===== config.mk =====
export PLATFORM = sky130hd
export DESIGN_NAME = shift_add_multiplier
export DESIGN_NICKNAME = d
export VERILOG_FILES = /design/src/rtl/shift_add_multiplier.sv
export SDC_FILE = /design/constraint.sdc
export NUM_CORES = 1
export LEC_CHECK = 0
export ABC_AREA = 1
export CAP_MARGIN = 15
export CORE_UTILIZATION = 30
export DETAILED_ROUTE_END_ITERATION = 6
export GPL_TIMING_DRIVEN = 0
export PLACE_DENSITY = 0.62
export SYNTH_ARGS = -nofsm -noshare
export SYNTH_HDL_FRONTEND = slang
export SYNTH_SLANG_ARGS = --single-unit

===== constraint.sdc =====
create_clock -name clk -period 6.65 [get_ports clk]
set_input_delay 0.665 -clock clk [delete_from_list [all_inputs] [get_ports clk]]
set_output_delay 0.665 -clock clk [all_outputs]
set_load 0.02 [all_outputs]

===== src/rtl/shift_add_multiplier.sv =====
// Sequential unsigned N x N -> 2N shift-and-add multiplier with a start/busy/done handshake.
// Optional macro SHIFT_ADD_MULT_EARLY_DONE_EN ends RUN once the remaining multiplier bits are zero.
module shift_add_multiplier #(
  parameter int N = 4
) (
  input  logic           clk,
  input  logic           rst,
  input  logic           start,
  input  logic [N-1:0]   multiplicand,
  input  logic [N-1:0]   multiplier,
  output logic [2*N-1:0] product,
  output logic           busy,
  output logic           done
);

  localparam int CW = $clog2(N) + 1;

  typedef enum logic [1:0] {
    IDLE = 2'b00,
    RUN  = 2'b01,
    DONE = 2'b10
  } state_t;

  state_t           state_q, state_d;
  logic [2*N-1:0]   acc_q, acc_d;
  logic [2*N-1:0]   mcand_sh_q, mcand_sh_d;
  logic [N-1:0]     mplr_sh_q, mplr_sh_d;
  logic [CW-1:0]    cnt_q, cnt_d;

  logic [2*N-1:0]   add_sum;
  logic             add_cout;
  logic             last_step;

  // Ripple-carry adder, bit by bit, carry-in fixed at 0.
  function automatic logic [2*N:0] rca_add(input logic [2*N-1:0] a, input logic [2*N-1:0] b);
    logic [2*N-1:0] s;
    logic           c;
    c = 1'b0;
    for (int i = 0; i < 2*N; i++) begin
      s[i] = a[i] ^ b[i] ^ c;
      c    = (a[i] & b[i]) | (c & (a[i] ^ b[i]));
    end
    return {c, s};
  endfunction

  assign {add_cout, add_sum} = rca_add(acc_q, mcand_sh_q);

`ifdef SHIFT_ADD_MULT_EARLY_DONE_EN
  assign last_step = (cnt_q == CW'(N - 1)) || ((mplr_sh_q >> 1) == '0);
`else
  assign last_step = (cnt_q == CW'(N - 1));
`endif

  always_comb begin
    state_d    = state_q;
    acc_d      = acc_q;
    mcand_sh_d = mcand_sh_q;
    mplr_sh_d  = mplr_sh_q;
    cnt_d      = cnt_q;
    busy       = 1'b0;
    done       = 1'b0;
    product    = '0;

    case (state_q)
      IDLE: begin
        if (start) begin
          acc_d      = '0;
          mcand_sh_d = {{N{1'b0}}, multiplicand};
          mplr_sh_d  = multiplier;
          cnt_d      = '0;
          state_d    = RUN;
        end
      end
      RUN: begin
        busy = 1'b1;
        if (mplr_sh_q[0]) acc_d = add_sum;
        mcand_sh_d = mcand_sh_q << 1;
        mplr_sh_d  = mplr_sh_q >> 1;
        cnt_d      = cnt_q + 1'b1;
        if (last_step) state_d = DONE;
      end
      DONE: begin
        done    = 1'b1;
        product = acc_q;
        if (start) begin
          acc_d      = '0;
          mcand_sh_d = {{N{1'b0}}, multiplicand};
          mplr_sh_d  = multiplier;
          cnt_d      = '0;
          state_d    = RUN;
        end
      end
      default: begin
        // Unreachable encoding: fall back to a clean IDLE.
        state_d    = IDLE;
        acc_d      = '0;
        mcand_sh_d = '0;
        mplr_sh_d  = '0;
        cnt_d      = '0;
      end
    endcase
  end

  always_ff @(posedge clk) begin
    if (rst) begin
      state_q    <= IDLE;
      acc_q      <= '0;
      mcand_sh_q <= '0;
      mplr_sh_q  <= '0;
      cnt_q      <= '0;
    end else begin
      state_q    <= state_d;
      acc_q      <= acc_d;
      mcand_sh_q <= mcand_sh_d;
      mplr_sh_q  <= mplr_sh_d;
      cnt_q      <= cnt_d;
`ifndef SYNTHESIS
      if (state_q == RUN && mplr_sh_q[0]) assert (!add_cout);
`endif
    end
  end

endmodule


==> qor.yml <==
status: "finished, final reports clean"
layout.nets: 211
synth_seq_area_share_pct: 39.80
cts.sinks: 25
htree_levels: 1
regToRegEndpoint: "acc_q[7]$_SDFFE_PP0P_"
hpwlAfterDp_um: 1813
cts_hold_buf: 0
ios: 21
areaGrowthSynthToFinish_pct: 23.68
max-cap-violations: 0
synth_area_per_cell_sq_um: 7.530
post-cts-setup-buffers: 0
hp-start: "mplr_sh_q[2]$_SDFFE_PP0P_"
holdWs_ns: 0.4589
grt_usage_pct: 13.05
crit_fanout: 3
tightest_slew_ns: 0.4559
synth_area_sq_um: 1257
wl_um: 2373
diodes: 0
required_ns: 6.79
min_delay_path_depth: 2
reg2reg_slack_ns: 3.43
setup_viol: 0
fin_util_pct: 38.88
synthesis.nets: 187
fin_setup_tns_ns: 0
maxSlewHeadroom_pct: 69.60
wl_per_cell_um: 9.888
grt_remaining_overflow: 0
dp.cells: 236
hold_viol_final: 0
worstPathArrival_ns: 3.36
cts_tree: "done"
grt_first_pass_wirelength_um: 4360
cts_buffer_depth: 2
ys_ff_latch: 25
design.core.area_sq_um: 4000
clkSlewWorstSetupHoldPaths_ns: 0.08
vias: 1026
hold_path.class: "reg2reg"
setup_ws_ns: 3.430
synthCells: 167
synth_cell_types: 18
worstSetupPathType: "reg2reg"
fmax_mhz: 310.6
clock_latency_ns: 0.26
pre_cts_slack_ns: 3.434
min_period_ns: 3.220
die_w_um: 66.74
fin_area_sq_um: 1555
via_per_inst: 4.275
ys.warnings.count: 0
grt_start_max_net_pins: 14
cts_root_buf: "clkbuf_8"
peakVddDrop_v: 0.0001076
antenna_found_initial: 0
finalCritPeriodShare_pct: 48.42
pwr_density_cell_nw_per_um2: 188.5
critical_path.endpoint_type: "register"
route.detailed.drc: 0
portBuffers: 19
dieArea_sq_um: 4454
initial_core_util_pct: 31.44
gp_congestion: 0.7708
synth.top_cell.area_share_pct: 39.80
crit_path_start_kind: "register"
rr_worst_depth: 16
first_pass_iters: 4
final_cells: 240
ant_nets: 0
grt_pass1_vias: 976
netlist_top_cells_area: "dfxtp_1, nand2_1, fa_1"
leakage_nw: 0.5675
yosysTopAreaCell: "dfxtp_1"
cts_buffers: 3
die_h_um: 66.74
drive_gt1_share_pct: 5.789
core.rowCount: 23
cts.repair.resized: 0
finalPower_mw: 0.2932
fin_skew_ns: 0.0008187
r2r-start: "acc_q[0]$_SDFFE_PP0P_"
placed_area_sq_um: 1510
report.final.slew_viol_count: 0
hold_end: "mplr_sh_q[1]$_SDFFE_PP0P_"
dr.first_iter.drc_count: 34
rsz0062_at_grt: "false"
[flip-flops by register name (all words and copies together), names as in the netlist]
signal and flops:
acc_q 8, mcand_sh_q 8, mplr_sh_q 4, cnt_q 3, state_q 2
[report_power, final]
part | internal, mW | total (mW) | switching, mW
Combinational | 0.0173 | 0.0436 | 0.0262
Sequential | 0.157 | 0.162 | 0.00570
Clock | 0.0427 | 0.0874 | 0.0446
[placed cells by master (no fill, tap or decap), drive strengths merged]
cell	synthesis	final
fa	6	6
o32ai	1	1
dfxtp	25	25
ha	3	3
clkdlybuf4s50	0	19
o22ai	1	1
inv	34	34
clkbuf	2	6
nand3	2	2
nand2	42	42
a21oi	23	23
o21ai	14	14
nor2	13	13
buf	1	1
[layout make-up]
| cell class | instances | area (sq um) |
|---|---|---|
| Timing Repair Buffer | 19 | 190.2 |
| Fill cell | 424 | 2445 |
| Inverter | 34 | 127.6 |
| Tap cell | 50 | 62.56 |
| Multi-Input combinational cell | 105 | 610.6 |
| Buffer | 3 | 18.77 |
| Clock buffer | 4 | 45.04 |
| Sequential cell | 25 | 500.5 |
[worst max path at each step]
stage | startpoint | to | cells after the start
after CTS | acc_q[0]$_SDFFE_PP0P_ | acc_q[7]$_SDFFE_PP0P_ | 16
after global placement | acc_q[0]$_SDFFE_PP0P_ | acc_q[7]$_SDFFE_PP0P_ | 16
after floorplan | acc_q[0]$_SDFFE_PP0P_ | acc_q[7]$_SDFFE_PP0P_ | 16
final | acc_q[0]$_SDFFE_PP0P_ | acc_q[7]$_SDFFE_PP0P_ | 16
after global routing | mcand_sh_q[0]$_SDFFE_PP0P_ | acc_q[7]$_SDFFE_PP0P_ | 16
after detailed placement | acc_q[0]$_SDFFE_PP0P_ | acc_q[7]$_SDFFE_PP0P_ | 16
[cell usage after synthesis]
| master | number |
|---|---|
| a21oi_1 | 23 |
| o32ai_1 | 1 |
| nor2_1 | 11 |
| nand2_1 | 40 |
| o21ai_0 | 13 |
| nand2_2 | 1 |
| nor2_4 | 2 |
| nand2_4 | 1 |
| dfxtp_1 | 25 |
| fa_1 | 6 |
| buf_6 | 1 |
| o22ai_1 | 1 |
| clkbuf_1 | 2 |
| o21ai_4 | 1 |
| inv_1 | 32 |
| inv_2 | 2 |
| ha_1 | 3 |
| nand3_1 | 2 |
[layer usage]
metal	part of all wire [%]	up-vias	GRT usage, %
li1	-	560	-
met2	46	11	21.84
met4	0.72	0	2.394
met1	50	453	16.72
met5	0	-	0
met3	2.6	2	3.596
[critical path, cell delays in order (launching register included)]
cell and delay (ns):
dfxtp_1 0.36, ha_1 0.16, inv_1 0.05, fa_1 0.38
fa_1 0.39, fa_1 0.40, fa_1 0.37, inv_1 0.07
fa_1 0.15, inv_1 0.04, fa_1 0.37, inv_1 0.06
nand2_1 0.06, nand2_1 0.07, nand2_1 0.04, nand3_1 0.06
a21oi_1 0.06
[cell families (layout without fill, tap and decap cells)]
group	Yosys count	in the layout	share of synthesized area (%)
buffers and inverters	37	60	11.64
and+or+nand+nor	57	57	19.20
adders and majority gates	9	9	12.54
DFF	25	25	39.80
AOI/OAI and AO/OA	39	39	16.82
(Power assumes the default switching activity.)
